### src/rtl/ps2_kbd_intc.sv
// ps2_kbd_intc: PS/2 keyboard receiver with scancode FIFO and CPU interrupt source.
//
// Ports:
//   clk, rst_n          system clock, asynchronous active-low reset
//   ps2_clk, ps2_data   raw PS/2 pins (asynchronous, synchronised here)
//   address, wdata      CPU word address and write data
//   memwt               CPU write strobe
//   intack              CPU interrupt acknowledge; VECTOR is driven on rdata
//   rdata, sel          read data and bus-mux select (combinational)
//   INT                 level interrupt request: ie & FIFO not empty
//
// Register map: BASE_ADDR = DATA (read head, write pops),
//               BASE_ADDR+1 = STATUS (read) / CTRL (write).
module ps2_kbd_intc #(
   parameter logic [11:0] BASE_ADDR      = 12'h7F0,
   parameter int unsigned FIFO_DEPTH     = 8,
   parameter logic [15:0] VECTOR         = 16'h0001,
   parameter int unsigned TIMEOUT_CYCLES = 10000
) (
   input  logic        clk,
   input  logic        rst_n,
   input  logic        ps2_clk,
   input  logic        ps2_data,
   input  logic [11:0] address,
   input  logic [15:0] wdata,
   input  logic        memwt,
   input  logic        intack,
   output logic [15:0] rdata,
   output logic        sel,
   output logic        INT
);

   localparam int unsigned AW = $clog2(FIFO_DEPTH);
   localparam int unsigned TW = $clog2(TIMEOUT_CYCLES + 1);
   localparam logic [11:0] STAT_ADDR = BASE_ADDR + 12'd1;
   localparam logic [AW:0] FULL_CNT  = (AW + 1)'(FIFO_DEPTH);

   typedef enum logic [1:0] {StIdle, StData, StParity, StStop} rx_state_e;

   // ---------------------------------------------------------------- pin sync
   logic [1:0] clk_sync;
   logic [1:0] data_sync;
   logic       clk_prev;
   logic       fall;
   logic       bit_in;

   always_ff @(posedge clk or negedge rst_n) begin
      if (!rst_n) begin
         clk_sync  <= 2'b11;
         data_sync <= 2'b11;
         clk_prev  <= 1'b1;
      end else begin
         clk_sync  <= {clk_sync[0], ps2_clk};
         data_sync <= {data_sync[0], ps2_data};
         clk_prev  <= clk_sync[1];
      end
   end

   assign fall   = clk_prev & ~clk_sync[1];
   assign bit_in = data_sync[1];

   // ---------------------------------------------------------------- receiver
   rx_state_e       state_q, state_d;
   logic [2:0]      bit_cnt_q, bit_cnt_d;
   logic [7:0]      shift_q, shift_d;
   logic            par_q, par_d;
   logic [TW-1:0]   idle_cnt_q, idle_cnt_d;
   logic            rx_push;
   logic            rx_err;

   always_ff @(posedge clk or negedge rst_n) begin
      if (!rst_n) begin
         state_q    <= StIdle;
         bit_cnt_q  <= '0;
         shift_q    <= '0;
         par_q      <= 1'b0;
         idle_cnt_q <= '0;
      end else begin
         state_q    <= state_d;
         bit_cnt_q  <= bit_cnt_d;
         shift_q    <= shift_d;
         par_q      <= par_d;
         idle_cnt_q <= idle_cnt_d;
      end
   end

   always_comb begin
      state_d    = state_q;
      bit_cnt_d  = bit_cnt_q;
      shift_d    = shift_q;
      par_d      = par_q;
      idle_cnt_d = idle_cnt_q;
      rx_push    = 1'b0;
      rx_err     = 1'b0;

      // Watchdog only runs inside a frame; any clock edge restarts it.
      if (state_q == StIdle || fall) begin
         idle_cnt_d = '0;
      end else if (idle_cnt_q == TW'(TIMEOUT_CYCLES)) begin
         idle_cnt_d = '0;
         state_d    = StIdle;
         rx_err     = 1'b1;
      end else begin
         idle_cnt_d = idle_cnt_q + TW'(1);
      end

      if (fall) begin
         case (state_q)
            StIdle: begin
               if (!bit_in) begin
                  state_d   = StData;
                  bit_cnt_d = '0;
               end
            end
            StData: begin
               shift_d   = {bit_in, shift_q[7:1]};
               bit_cnt_d = bit_cnt_q + 3'd1;
               if (bit_cnt_q == 3'd7) state_d = StParity;
            end
            StParity: begin
               par_d   = bit_in;
               state_d = StStop;
            end
            StStop: begin
               // Odd parity over data+parity, and stop bit must be 1.
               if ((^{shift_q, par_q}) && bit_in) rx_push = 1'b1;
               else                                rx_err  = 1'b1;
               state_d = StIdle;
            end
            default: state_d = StIdle;
         endcase
      end
   end

   // ---------------------------------------------------------------- FIFO
   logic [7:0]    mem [FIFO_DEPTH];
   logic [AW-1:0] wr_ptr_q, rd_ptr_q;
   logic [AW:0]   count_q;
   logic          empty, full;
   logic          data_hit, stat_hit;
   logic          pop, push, ovr_set, ctrl_wr;
   logic          ie_q, ovr_q, ferr_q;

   assign empty    = (count_q == '0);
   assign full     = (count_q == FULL_CNT);
   assign data_hit = (address == BASE_ADDR);
   assign stat_hit = (address == STAT_ADDR);
   assign ctrl_wr  = memwt & stat_hit;
   assign pop      = memwt & data_hit & ~empty;
   // A simultaneous pop frees the slot, so a push into a full FIFO is accepted.
   assign push     = rx_push & (~full | pop);
   assign ovr_set  = rx_push & full & ~pop;

   always_ff @(posedge clk) begin
      if (push) mem[wr_ptr_q] <= shift_q;
   end

   always_ff @(posedge clk or negedge rst_n) begin
      if (!rst_n) begin
         wr_ptr_q <= '0;
         rd_ptr_q <= '0;
         count_q  <= '0;
         ie_q     <= 1'b0;
         ovr_q    <= 1'b0;
         ferr_q   <= 1'b0;
      end else begin
         if (push) wr_ptr_q <= wr_ptr_q + AW'(1);
         if (pop)  rd_ptr_q <= rd_ptr_q + AW'(1);
         if (push && !pop)      count_q <= count_q + (AW + 1)'(1);
         else if (pop && !push) count_q <= count_q - (AW + 1)'(1);
         if (ctrl_wr) ie_q <= wdata[0];
         // Set wins over a same-cycle clear.
         ovr_q  <= ovr_set | (ovr_q & ~(ctrl_wr & wdata[1]));
         ferr_q <= rx_err  | (ferr_q & ~(ctrl_wr & wdata[2]));
      end
   end

   logic unused_wdata;
   assign unused_wdata = ^wdata[15:3];

   // ---------------------------------------------------------------- bus side
   logic [15:0] cnt_ext;
   logic [15:0] status;

   assign cnt_ext = 16'(count_q);

   always_comb begin
      status       = '0;
      status[0]    = empty;
      status[1]    = full;
      status[2]    = ie_q;
      status[3]    = ovr_q;
      status[4]    = ferr_q;
      status[11:8] = cnt_ext[3:0];
   end

   always_comb begin
      rdata = '0;
      sel   = 1'b0;
      if (intack) begin
         rdata = VECTOR;
         sel   = 1'b1;
      end else if (data_hit) begin
         sel = 1'b1;
         if (!empty) rdata = {8'h00, mem[rd_ptr_q]};
      end else if (stat_hit) begin
         sel   = 1'b1;
         rdata = status;
      end
   end

   assign INT = ie_q & ~empty;

endmodule

### config.mk
export PLATFORM = sky130hd
export DESIGN_NAME = ps2_kbd_intc
export DESIGN_NICKNAME = d
export VERILOG_FILES = /design/src/rtl/ps2_kbd_intc.sv
export SDC_FILE = /design/constraint.sdc
export NUM_CORES = 1
export LEC_CHECK = 0
export CORE_ASPECT_RATIO = 1.4
export CORE_MARGIN = 8
export CORE_UTILIZATION = 33
export DETAILED_ROUTE_END_ITERATION = 10
export SLEW_MARGIN = 10
export SYNTH_ARGS = -nofsm -noshare
export SYNTH_HDL_FRONTEND = slang
export SYNTH_SLANG_ARGS = --single-unit
### constraint.sdc
create_clock -name clk -period 3.38 [get_ports clk]
set_input_delay 0.338 -clock clk [delete_from_list [all_inputs] [get_ports clk]]
set_output_delay 0.338 -clock clk [all_outputs]
set_load 0.005 [all_outputs]
; Word level (Yosys, flattened, before mapping)
; Memory sizes are Yosys's and may differ from the RTL's.
; Index checks and enable logic that the tools add are counted.
[classes]
n_reduce_logical = 14
muxes = 29
eq_ne = 9
addsub = 6
bitwise = 21
[op_table]
columns = cell, n
row1 = $mux W16, 2
row2 = $mux W14, 2
row3 = $eq A12 B11 Y1 const B, 2
row4 = $add A14 B1 Y14 const B, 1
row5 = $eq A14 B14 Y1 const B, 1
row6 = $mux W1, 13
row7 = $and A1 B1 Y1, 12
row8 = $mux W12, 1
row9 = $mux W2, 5
row10 = $add A3 B1 Y3 const B, 3
row11 = $reduce_xor A9 Y1, 1
row12 = $mux W4, 2
row13 = $mux W8, 1
row14 = $pmux W2 S4, 1
row15 = $not A1 Y1, 6
row16 = $pmux W3 S2, 1
row17 = $add A4 B1 Y4 const B, 1
row18 = $eq A2 B2 Y1 const B, 2
row19 = $eq A4 B4 Y1 const B, 1
row20 = $logic_not A4 Y1, 1
row21 = $reduce_and A2 Y1, 2
row22 = $reduce_bool A2 Y1, 2
row23 = $sub A4 B1 Y4 const B, 1
row24 = $eq A3 B3 Y1 const B, 1
row25 = other kinds (9), 14
[word_totals]
register_bits = 46
input_bits = 34
mem_bits_rw = 64
mem_count = 1
wordCells = 94
out_inout_bits = 18
[mem_list]
columns = name, words, width, read_ports, rd_ports_with_merged_regs, wr, line_no
row1 = mem, 8, 8, 1, 0, 1, 136  ; logic [7:0] mem [FIFO_DEPTH];

; Longest topological paths before layout
[depth]
ltp_word = 10
mapped_depth = 15
depth_no_buf = 13

; Worst setup path after synthesis
; Ideal clock, no wire load.
[synth_path]
kind = reg2reg
start = register shift_q[0]
end = register count_q[3]
n_path_buf = 1
setup_slack_ns = 0.282
synth_period_minus_slack_ns = 3.098
path_stages_with_launch = 15
setup_time_ns = 0.125
t_required_ns = 3.255
arrival_time_ns = 2.972
cell_sequence = dfrtp_1 > xor3_1 > or4_1 > mux2i_4 > o21ai_4 > buf_6 > inv_1 > ha_1 > inv_1 > ha_1 > a21o_1 > a21oi_1 > xnor2_1 > nor2_1 > xor2_1
[synth_between]
elab_chain_len = 9
elab_cells_between_ends = 11
classes_between = 4 x mux / 1 x bitwise / 6 x reduce/logical
[synth_rtl]
columns = item, line_no
row1 = start: declaration, 65  ; logic [7:0] shift_q, shift_d;
row2 = start signal: assignment, 81  ; shift_q <= shift_d;
row3 = $reduce_xor A9 Y1 *, 126  ; if ((^{shift_q, par_q}) && bit_in) rx_push = 1'b1;
row4 = $logic_and A1 B1 Y1 *, 126
row5 = $mux W1 *, 126
row6 = $mux W1 *, 108  ; case (state_q)
row7 = $mux W1 *, 107  ; if (fall) begin
row8 = $and A1 B1 Y1 *, 151  ; assign push = rx_push & (~full | pop);
row9 = named net push, 141  ; logic pop, push, ovr_set, ctrl_wr;
row10 = $logic_not A1 Y1, 170  ; else if (pop && !push) count_q <= count_q - (AW + 1)'(1);
row11 = $logic_and A1 B1 Y1, 170
row12 = $reduce_bool A2 Y1 (no line), -
row13 = end signal: assignment, 169  ; if (push && !pop) count_q <= count_q + (AW + 1)'(1);
row14 = end signal: assignment, 170
row15 = end: declaration, 138  ; logic [AW:0] count_q;
; Mark *: on every way through the listed nets, which the timed path passes. The rest lies on a longest branch.
; A chain may end at the register's enable or synchronous reset.

; Worst setup path in the final report
[layout_path]
start = input port address[1]
end = output port rdata[4]
[layout_between]
elab_chain_len = 4
elab_cells_between_ends = 5
classes_between = 2 x eq/ne / 3 x mux
[layout_rtl]
columns = item, line_no
row1 = start: declaration, 24  ; input logic [11:0] address,
row2 = $eq A12 B11 Y1, 147  ; assign stat_hit = (address == STAT_ADDR);
row3 = $mux W12, 206  ; end else if (stat_hit) begin
row4 = $mux W16 *, 203  ; end else if (data_hit) begin
row5 = $mux W16 *, 200  ; if (intack) begin
row6 = end: declaration, 28  ; output logic [15:0] rdata,
; Mark *: on every way between the ends. The rest lies on a longest branch, timed or not.

==> flow_metrics.py <==
metrics = {
    "worst_hold_path": {
        "hold_class": "in2async",
    },
    "synth": {
        "yosysWarnings": 0,
        "ys_seq_area_frac": 0.624,
        "syn_avg_cell_area_um2": 15.1,
        "synth-edff-count": 64,
        "syn_inst": 328,
        "syn_area_um2": 4940,
        "synth_ff_type": "edfxtp_1",
        "synth-seq-cells": 110,
        "synth.distinct_cells": 52,
        "synthArstFlopShare": 0.418,
    },
    "power_and_ir_drop": {
        "power.share.sequential": 0.550,
        "leakage_nw": 2.18,
        "clock_power_share": 0.340,
        "total_power_w": 0.00306,
        "ir_drop_v": 0.000281,
        "p_sw_w": 0.000784,
        "switching_share": 0.256,
        "p_per_area_nw_per_um2": 522,
        "p_comb_frac": 0.110,
        "internal_power_w": 0.00228,
    },
    "sta": {
        "clock_skew_ns": 0.0124,
        "rsz0062_at_grt": "no",
        "slew_headroom": 0.291,
        "slew_viol_final": 0,
        "finalSetupViolCount": 0,
        "setup_tns_ns": 0,
        "worst_pin_slew_ns": 1.06,
        "finalCritPeriodShare": 0.945,
        "hold_viol_final": 0,
        "worst_slack_ns": 0.184,
        "fmax_mhz": 313,
        "min_period_ns": 3.20,
    },
    "floorplanning": {
        "core-area_um2": 14900,
        "die-height_um": 161,
        "start_util": 0.332,
        "die_x_um": 119,
        "floorplan.rows": 53,
        "ios": 52,
        "die_area_um2": 19200,
    },
    "finish": {
        "seqCellArea_um2": 3080,
        "final_common_cell": "edfxtp_1",
        "multi_input_area_um2": 1750,
        "diodes": 0,
        "final_cell_mix": "edfxtp_1 (64), dfrtp_1 (41), clkdlybuf4s50_1 (33)",
        "finish.instance_area_um2": 5870,
        "num-nets-final": 422,
        "area_delta_synth_final_pct": 18.9,
        "drive_above_1_share": 0.219,
        "fin_cells": 575,
        "nFillCells": 1397,
    },
    "global_route": {
        "grt_pass1_vias": 2850,
        "track_usage": 0.100,
        "grt_max_degree": 47,
        "grt_overflow_total": 0,
        "antenna_found_initial": 0,
        "grt_pass1_wl_mm": 14.9,
    },
    "drt": {
        "drtIter0Drc": 81,
        "via_count": 2701,
        "drc": 0,
        "drt-total-wl_mm": 9.32,
        "dr.pass1.iters": 4,
        "viasPerCell": 4.70,
        "wl_per_cell_um": 16.2,
        "drtAntennaViolNets": 0,
    },
    "critical_path": {
        "setup.worst_path.start_class": "input port",
        "cp.required_ns": 3.04,
        "path_cells": "clkdlybuf4s50_1 > or4b_4 > nor4_4 > nor2b_1 > nand2_1 > o22ai_2 > clkdlybuf4s50_1",
        "cp-end-kind": "output port",
        "slowest_delay_ns": 0.55,
        "worst-path-max-fanout": 6,
        "cp_common_cell": "clkdlybuf4s50_1",
        "crit_arrival_ns": 2.86,
        "critPathKind": "in2out",
        "crit_slowest_cell": "or4b_4",
        "r2r_cells": 13,
    },
    "placement": {
        "dp.cells": 559,
        "dpl_cell_area_um2": 5570,
        "io_buffers": 34,
        "gp_congestion": 0.746,
        "post-place-ws_ns": 0.00792,
        "hpwl_mm": 6.55,
    },
    "clock_network": {
        "cts-root-buf": "clkbuf_16",
        "ctsHtreeMaxLevel": 3,
        "cts.path.max_buffers": 2,
        "cts_sinks": 110,
        "numCtsBuffers": 9,
        "cts_tree": "done",
        "insertion_delay_ns": 0.35,
        "path_clk_slew_ns": 0.08,
    },
    "job": {
        "drv_cap": 0,
    },
    "status": {
        "status": "finished, final reports clean",
    },
}
## path summary, 6_finish.rpt
path | start | end | slack (ns)
setup / recovery | address[1] | rdata[4] | 0.18
hold / removal | rst_n | idle_cnt_q[10] | 0.17
setup reg to reg | shift_q[1] | count_q[3] | 0.39
hold reg to reg | clk_sync[0] | clk_sync[1] | 0.36
max in group asynchronous | rst_n | shift_q[4] | 2.54
min in group clk | clk_sync[0] | clk_sync[1] | 0.36
## cell usage after synthesis, drive strengths merged (2+ instances only)
master	number	area [µm²]
o21ai	5	36.3
mux2i	5	62.6
dfrtp	41	1030
nor3	5	25.0
a22oi	2	15.0
nand2	18	67.6
edfxtp	64	1920
ha	9	113
nand2b	2	12.5
a21oi	2	10.0
nand3	10	50.1
nor4	5	46.3
and2	2	12.5
mux2	18	203
nor4b	4	86.3
buf	8	61.3
a22o	4	35.0
inv	9	33.8
clkbuf	8	30.0
a21o	2	15.0
nor2b	2	12.5
nand4	4	25.0
nor2	30	113
and3	7	43.8
xnor2	14	123
dfstp	5	131
mux4	16	360
xor2	10	87.6
## metrics by stage
stage	hold WS, ns	util
floorplan	0.0424	-
global placement	0.347	0.375
detailed placement	0.348	0.375
CTS	0.192	0.395
global route	0.243	0.395
finish	0.173	0.395
## cell type report
type	count	share of cell area
Multi-Input combinational cell	196	0.298
Timing Repair Buffer	52	0.0801
Sequential cell	110	0.525
Clock buffer	9	0.0384
Inverter	9	0.00575
Clock inverter	7	0.0121
Tap cell	192	0.0409
## critical path: cells and delay by family
family / cells / cell delay [ns]
simple gates: 4 / 1.37
compound gates: 1 / 0.22
buf+inv: 2 / 0.93
## registers in the layout, indices dropped and copies added (netlist names)
name	flops
bit_cnt_q	3
clk_prev	1
clk_sync	2
count_q	4
data_sync	2
ferr_q	1
idle_cnt_q	14
ie_q	1
mem	64
ovr_q	1
par_q	1
rd_ptr_q	3
shift_q	8
state_q	2
wr_ptr_q	3
## cells by family (layout without fill, tap and decap cells)
group / after synthesis / after routing / synth area share
compound gates: 20 / 20 / 0.0304
xor+xnor: 26 / 26 / 0.0520
fa+ha+maj: 10 / 10 / 0.0269
buf+inv: 25 / 77 / 0.0253
flops: 110 / 110 / 0.624
mux: 39 / 39 / 0.127
other cells: 1 / 4 / 0.000760
simple gates: 97 / 97 / 0.114
## power groups by stage
stage	sequential, W	clock [W]	combinational, W
6_report	0.00169	0.00104	0.000336
4_1_cts	0.00169	0.00107	0.000347
2_1_floorplan	0.00167	0	0.000272
3_5_place_dp	0.00171	0	0.000345
3_3_place_gp	0.00170	0	0.000336
5_1_grt	0.00170	0.00111	0.000364
## timing repair
item	4_1_cts	5_1_grt
hold buffers	0	0
endpoints found under the hold margin	0	0
endpoints found under the setup margin	0	1
gates resized for setup	0	1
buffers inserted	0	0
## per-layer routing
layer / vias up / part of all wire / track usage
met5: - / 0 / 0
met4: 0 / 0.015 / 0.0393
met3: 9 / 0.026 / 0.0256
met2: 26 / 0.55 / 0.180
met1: 1362 / 0.41 / 0.110
li1: 1304 / - / -
Power figures use the tool's default switching activity.
==> RTL edit (same settings) <==
`FIFO_DEPTH`: 8 -> 16.
--- a/src/rtl/ps2_kbd_intc.sv
+++ b/src/rtl/ps2_kbd_intc.sv
@@ -15,3 +15,3 @@
    parameter logic [11:0] BASE_ADDR      = 12'h7F0,
-   parameter int unsigned FIFO_DEPTH     = 8,
+   parameter int unsigned FIFO_DEPTH     = 16,
    parameter logic [15:0] VECTOR         = 16'h0001,
Function: same outputs for any inputs over 10 cycles, from zero or initial values and one cycle with rst_n low; that may be too few to reach the edited logic, so the function may still have changed.
==> RTL edit against the original RTL <==
Via count increased by 48%; total power increased by 64%; non-clock buffer count increased by 23; final area increased by 56%; sequential share of layout area increased by 3.0 points; sequential cell count increased by 67; first-iteration DRC count increased to 3.4 times the old value; wire length increased by 56%; register-to-register slack got worse by 90 ps; count of clock-buffer cells in the layout increased by 12; sequential power increased by 54%; synthesized area increased by 55%; die area increased by 48%; setup slack got worse by 90 ps.
==> RTL edit: results <==
set metrics [dict create \
    status "finished clean" \
    cts_resized 0 \
    synth_edf_count 128 \
    yosys-top-cells-area "edfxtp_1, dfrtp_1, mux4_2, ha_1, mux2_2" \
    synth_cell_types 56 \
    cts_buffers 17 \
    p_leak_nw 3.26 \
    grtUsageTotal_pct 10.9 \
    fin_nets 573 \
    grt_pass1_vias 4350 \
    path_delay_family "multiplexers" \
    gp_congestion 0.764 \
    drive_gt1_share_pct 27.1 \
    fin_worst_skew_ps 7.62 \
    dp_hpwl_um 10600 \
    dr.pass1.iters 4 \
    route.met3.wl_um 220 \
    antenna_cells 0 \
    grt_max_degree 33 \
    vdd_ir_drop_max_uv 357 \
    final_cells 844 \
    cts.clk_slew.worst_paths_ps 70 \
    ys_async_sr_fraction_pct 27.7 \
    wl_met2_um 8380 \
    cp_slowest_cell "mux4_2" \
    placed_area_mm2 0.00857 \
    wl_met1_um 5630 \
    min_path_type "in2reg" \
    wl_per_cell_um 17.3 \
    grt_pass1_wl_um 23500 \
    cp_slowest_stage_delay_ps 520 \
    routed.top_layer "met4" \
    clock_path_buffers 2 \
    vias 3988 \
    dpl.cell_count 811 \
    io_buffers 34 \
    avgSynthCellArea_um2 17.0 \
    drt_iter0_markers 274 \
    ys_seq_area_share_pct 66.4 \
    reg.largest.list "mem (128), idle_cnt_q (14), shift_q (8)" \
    crit_arrival_ps 2950 \
    postCtsHoldBufs 1 \
    clk_latency_ps 420 \
    ys_warn_count 0 \
    crit_fanout 7 \
    post-place-ws_ps -81.9 \
    relSlewSlack_pct 49.7 \
    postCtsSetupBuffers 0 \
    synthTopCellsByCount "edfxtp_1, dfrtp_1, mux4_2, nor2_1, nand2_1" \
    htree_levels 4 \
]
## RTL edit: cell types whose count changed after synthesis, sizes merged, moves of 4 or more
cell	change
inv	+7
mux2	-5
nor2	-6
ha	+4
edfxtp	+64
a211oi	+6
and2	+5
mux4	+21
buf	+8
and3	-4
nand3	+5
## RTL edit: metal layers
metal,vias up,GRT usage (%)
li1,1872,-
met1,2069,11.4
met2,33,20.7
met3,14,1.63
met4,0,5.03
met5,-,0
## RTL edit: cell type report
| class | instances | area [µm²] |
|---|---|---|
| clock buffer | 21 | 472 |
| inverter | 16 | 60.1 |
| tap | 306 | 383 |
| clock inverter | 11 | 97.6 |
| fill | 2074 | 13900 |
| timing repair buffer | 75 | 658 |
| multi-input combinational | 238 | 2400 |
| sequential | 177 | 5080 |
## RTL edit: worst paths after layout
path	startpoint	cells past startpoint	slack [ps]	end
worst max-delay path	rd_ptr_q[0]	5	90	rdata[3]
worst min-delay path	ps2_data	1	320	data_sync[0]
worst max register to register	count_q[2]	13	300	count_q[4]
worst min register to register	clk_sync[0]	0	360	clk_sync[1]
max in group asynchronous	rst_n	3	2110	ovr_q
min in group asynchronous	rst_n	2	510	shift_q[5]
## RTL edit: logic make-up (layout without fill, tap and decap cells)
logic type / after synthesis / after routing / share of synthesized area (%)
buffers and inverters: 38 / 123 / 2.45
DFF: 177 / 177 / 66.4
xor gates and xnor gates: 29 / 29 / 3.68
adders and majority gates: 14 / 14 / 2.39
and+or+nand+nor: 108 / 108 / 8.69
other: 1 / 4 / 0.0490
AOI/OAI and AO/OA: 29 / 29 / 2.86
muxes: 54 / 54 / 13.5
## RTL edit: power breakdown
group / total [mW] / switching [mW] / internal (mW)
clock: 1.86 / 0.839 / 1.03
combinational: 0.567 / 0.324 / 0.243
sequential: 2.60 / 0.0439 / 2.55
total: 5.03 / 1.21 / 3.82
